`config.mk`:
```
export PLATFORM = sky130hd
export DESIGN_NAME = mdu_iter
export DESIGN_NICKNAME = d
export VERILOG_FILES = /design/src/rtl/mdu_iter.sv
export SDC_FILE = /design/constraint.sdc
export NUM_CORES = 1
export LEC_CHECK = 0
export ABC_AREA = 1
export CORE_UTILIZATION = 45
export DETAILED_ROUTE_END_ITERATION = 6
export MAX_ROUTING_LAYER = met4
export PLACE_DENSITY = 0.68
export SLEW_MARGIN = 20
export SYNTH_ARGS = -nofsm -noshare
export SYNTH_HDL_FRONTEND = slang
export SYNTH_SLANG_ARGS = --single-unit
```
`constraint.sdc`:
```
create_clock -name clk -period 8.1 [get_ports clk]
set_clock_uncertainty 0.15 [all_clocks]
set_input_delay 1.62 -clock clk [delete_from_list [all_inputs] [get_ports clk]]
set_output_delay 1.62 -clock clk [all_outputs]
set_load 0.03 [all_outputs]
```
`src/rtl/mdu_iter.sv`:
```
// Iterative multiply/divide unit: radix-2 shift-add multiplier and restoring divider
// sharing one accumulator, with MTHI/MTLO moves and a HI/LO result pair.
`ifndef WORD_WIDTH
`define WORD_WIDTH 32
`endif

module mdu_iter #(
    parameter int W = `WORD_WIDTH
) (
    input  logic         clk,
    input  logic         rst,
    input  logic         start,
    input  logic [2:0]   mdu_op,
    input  logic [W-1:0] op1,
    input  logic [W-1:0] op2,
    input  logic         flush,
    output logic         busy,
    output logic         done,
    output logic [W-1:0] hi,
    output logic [W-1:0] lo
);
    localparam int CW = $clog2(W);

    typedef enum logic [2:0] {
        OP_NOP   = 3'd0,
        OP_MULT  = 3'd1,
        OP_MULTU = 3'd2,
        OP_DIV   = 3'd3,
        OP_DIVU  = 3'd4,
        OP_MTHI  = 3'd5,
        OP_MTLO  = 3'd6,
        OP_RSVD  = 3'd7
    } op_e;

    typedef enum logic {S_IDLE, S_CALC} state_e;

    state_e        state, state_nxt;
    logic [CW-1:0] cnt;
    logic          accept, finish;

    op_e  op_in;
    logic op_long, op_valid, op_signed;
    logic a_neg, b_neg;
    logic [W-1:0] a_mag, b_mag;

    assign op_in     = op_e'(mdu_op);
    assign op_long   = (op_in == OP_MULT) || (op_in == OP_MULTU) ||
                       (op_in == OP_DIV)  || (op_in == OP_DIVU);
    assign op_valid  = op_long || (op_in == OP_MTHI) || (op_in == OP_MTLO);
    assign op_signed = (op_in == OP_MULT) || (op_in == OP_DIV);
    assign a_neg     = op_signed & op1[W-1];
    assign b_neg     = op_signed & op2[W-1];
    assign a_mag     = a_neg ? -op1 : op1;
    assign b_mag     = b_neg ? -op2 : op2;

    // Datapath: acc is the running high half (product) or partial remainder (divide);
    // quo holds the multiplier bits being consumed or the quotient being built.
    logic         mul_q, neg_res, neg_rem;
    logic [W:0]   acc;
    logic [W-1:0] quo, dsr, op1_q;

    always_ff @(posedge clk or posedge rst) begin
        if (rst) state <= S_IDLE;
        else     state <= state_nxt;
    end

    // NOTE: every output of this block gets a default first so no latch is inferred.
    always_comb begin
        state_nxt = state;
        accept    = 1'b0;
        finish    = 1'b0;
        unique case (state)
            S_IDLE: begin
                if (start && !flush && op_valid) begin
                    accept = 1'b1;
                    if (op_long) state_nxt = S_CALC;
                end
            end
            S_CALC: begin
                if (flush) begin
                    state_nxt = S_IDLE;
                end else if (cnt == CW'(W - 1)) begin
                    finish    = 1'b1;
                    state_nxt = S_IDLE;
                end
            end
            default: state_nxt = S_IDLE;
        endcase
    end

    assign busy = (state == S_CALC);

    logic [W:0]     mul_sum, shifted, diff, step_acc;
    logic [W-1:0]   step_lo, q_s, r_s, res_hi, res_lo;
    logic [2*W-1:0] prod, prod_s;
    logic           ge;

    always_comb begin
        mul_sum = quo[0] ? acc + {1'b0, dsr} : acc;
        shifted = {acc[W-1:0], quo[W-1]};
        ge      = (shifted >= {1'b0, dsr});
        diff    = shifted - {1'b0, dsr};
        if (mul_q) begin
            step_acc = {1'b0, mul_sum[W:1]};
            step_lo  = {mul_sum[0], quo[W-1:1]};
        end else begin
            step_acc = ge ? diff : shifted;
            step_lo  = {quo[W-2:0], ge};
        end
        prod   = {step_acc[W-1:0], step_lo};
        prod_s = neg_res ? -prod : prod;
        q_s    = neg_res ? -step_lo : step_lo;
        r_s    = neg_rem ? -step_acc[W-1:0] : step_acc[W-1:0];
        // Divide by zero reports all-ones quotient and the untouched dividend.
        if (mul_q) begin
            res_hi = prod_s[2*W-1:W];
            res_lo = prod_s[W-1:0];
        end else if (dsr == '0) begin
            res_hi = op1_q;
            res_lo = '1;
        end else begin
            res_hi = r_s;
            res_lo = q_s;
        end
    end

    // NOTE: sequential state uses non-blocking assignments only.
    always_ff @(posedge clk or posedge rst) begin
        if (rst) begin
            cnt     <= '0;
            acc     <= '0;
            quo     <= '0;
            dsr     <= '0;
            op1_q   <= '0;
            mul_q   <= 1'b0;
            neg_res <= 1'b0;
            neg_rem <= 1'b0;
            hi      <= '0;
            lo      <= '0;
            done    <= 1'b0;
        end else begin
            done <= 1'b0;
            if (accept) begin
                unique case (op_in)
                    OP_MTHI: begin
                        hi   <= op1;
                        done <= 1'b1;
                    end
                    OP_MTLO: begin
                        lo   <= op1;
                        done <= 1'b1;
                    end
                    default: begin
                        cnt     <= '0;
                        acc     <= '0;
                        quo     <= a_mag;
                        dsr     <= b_mag;
                        op1_q   <= op1;
                        mul_q   <= (op_in == OP_MULT) || (op_in == OP_MULTU);
                        neg_res <= a_neg ^ b_neg;
                        neg_rem <= a_neg;
                    end
                endcase
            end else if (busy) begin
                if (flush) begin
                    cnt <= '0;
                end else begin
                    acc <= step_acc;
                    quo <= step_lo;
                    cnt <= finish ? '0 : cnt + CW'(1);
                    if (finish) begin
                        hi   <= res_hi;
                        lo   <= res_lo;
                        done <= 1'b1;
                    end
                end
            end
        end
    end

endmodule

```
==> reports/metrics.cfg <==
[floorplan]
core_sq_um = 44410
std_cell_rows = 77
dieArea_sq_um = 46120
dieWidth_um = 214.7
initial_core_util_pct = 45.86
ioPinCount = 137
fp.dieH_um = 214.7

[sta]
hold_violations = 0
fmax_ghz = 0.1656
whs_ps = 333.7
period_needed_ps = 6039
worst_pin_slew_ps = 1128
setup-tns-final_ps = 0
slew_headroom_pct = 24.73
finalSetupViolCount = 0
setup_slack_ps = 2061
slew_violations = 0
fin_crit_sh_pct = 74.55
rsz0062_at_grt = no

[detailed_routing]
drc = 0
vias = 22770
drt-vias-per-instance = 5.607
wirelength_um = 80230
drtAntennaViolNets = 0
drt-initial-drc-count = 2773
first_pass_iters = 6
wire_per_inst_um = 19.76

[placement]
numPlacedInstances = 4015
place_area_sq_um = 22050
port_buffers = 136
routabilityCongestion = 1.061
dp_slack_ps = 1570
hpwl_um = 62450

[synthesis]
ys_seq_area_share_pct = 24.94
synth_cell_types = 69
synth_nets = 3527
netlist_area_sq_um = 20370
netlist_instances = 3384
yosysWarnings = 0
async_flop_share_pct = 100.0
synth_edf_count = 0
ys_seq_elements = 203
syn_avg_cell_area_sq_um = 6.019
synth_ff_type = dfrtp_1

[finish]
fin_nets = 3592
final_cell_mix = nand2_1, inv_1, nor2_1
area_growth_pct = 12.73
fill_cells = 4712
post-route-util_pct = 51.69
final_common_cell = nand2_1
design_area_sq_um = 22960
instances_no_fill = 4061
drive_above_1_share_pct = 6.403

[clock_network]
cts.repair.resized = 0
cts_tree = done
cts_inserted_buffers = 24
clockRootBuffer = clkbuf_16
cts.clk_slew.worst_paths_ps = 70
clock_path_buffers = 3
hold_buffers = 0
post_cts_buffers = 0
cts_htree_levels = 1
clkLatencyLatePin_ps = 570
cts.sinks = 203

[worst_setup_path]
slowest_stage = nor2_4
path_common_cell = nor2_4
cp.arrival_ps = 6340
crit_chain = clkdlybuf4s50_1 -> inv_2 -> or2_1 -> nor2_1 -> inv_1 -> nand4_1 -> nand2_4 -> nor2_4 -> nor2_4 -> nor2_4 -> inv_2 -> buf_4 -> nor2_4 -> nand2_1 -> o21ai_2 -> buf_4 -> nand2_2 -> inv_2 -> o311ai_0 -> a31oi_1 -> nor2_1
critPathMaxFanout = 46
worstSetupPathType = input port to flip-flop
start_kind = input port
worst_ep_required_time_ps = 8400
r2r_start = dsr[12]
max_stage_delay_ps = 730
cp-startpoint = mdu_op[0]
cp-end-kind = flip-flop
rr_worst_depth = 27

[outcome]
status = complete, no violations

[worst_hold_path]
holdCritStartpoint = op1_q[7]
min_path_type = flip-flop to flip-flop
hold_depth = 2

[global_route]
grt_max_degree = 107
grt_pass1_vias = 20860
antenna_found_initial = 3
grt_pass1_wl_um = 123200
grt.overflow.total = 0
track_usage_pct = 35.36

[job]
maxCapViolCount = 0

[power]
max-vdd-ir-drop_mv = 0.2705
finalPower_mw = 10.66
p_leak_nw = 11.73
powerDensity_nw_per_um2 = 464.3

final cells by class:
cell class                 count  area [sq um]  area share, %
antenna                        2         5.005        0.02180
clock buffer                  29         660.6          2.877
clock inverter                15         240.2          1.046
inverter                     543          2048          8.921
multi-input combinational   2521         12660          55.12
sequential                   203          5085          22.15
tap                          592         740.7          3.226
timing repair buffer         156          1524          6.638
sequential cells by signal (all words and copies together), names as in the netlist:
name     flops
acc         33
busy         1
cnt          5
done         1
dsr         32
hi          32
lo          32
mul_q        1
neg_rem      1
neg_res      1
op1_q       32
quo         32
synthesized netlist by cell type, types with 27 or more instances:
master	count	area share, %
o22ai_1	35	1.1
xor2_1	52	2.2
nor2_1	341	6.3
nand3_1	245	6.0
clkbuf_1	63	1.2
nor2_2	30	0.92
inv_1	520	9.6
nand4_1	48	1.5
ha_1	70	4.3
nand2_1	1044	19
nor3_1	32	0.79
a31oi_1	27	0.83
o21ai_0	185	4.5
dfrtp_1	203	25
a21oi_1	156	3.8
o21ai_1	29	0.71
power by group:
part / internal, mW / switching (mW) / total, mW
logic: 2.29 / 5.21 / 7.50
registers: 1.41 / 0.492 / 1.90
clock network: 0.774 / 0.488 / 1.26
cell families after synthesis:
logic type                 count (synthesis)  synth area share, %
and+or+nand+nor                         1862                40.10
AOI/OAI and AO/OA                        523                14.74
buffers and inverters                    660                12.97
adders and majority gates                 72                4.497
DFF                                      203                24.94
xor gates and xnor gates                  64                2.752
routing by layer:
metal  routed length, um  GRT usage, %
met3                8839         6.865
met2               33420         51.29
met1               35120         49.18
met5                   0             -
met4                2849         11.24
critical path, delay by kind of cell:
kind / cells / cell delay [ps]
buffers and inverters: 7 / 1860
AND/OR/NAND/NOR: 11 / 2310
AO/OA/AOI/OAI: 3 / 490
path summary, 6_finish.rpt:
check	slack (ps)	end
worst min register to register	330	op1_q[7]
worst min-delay path	330	op1_q[7]
worst max register to register	2740	hi[10]
worst max-delay path	2060	lo[30]
max in group asynchronous	4880	neg_res
min in group asynchronous	1480	dsr[10]
Note: power is estimated with default switching activity, not from simulation.
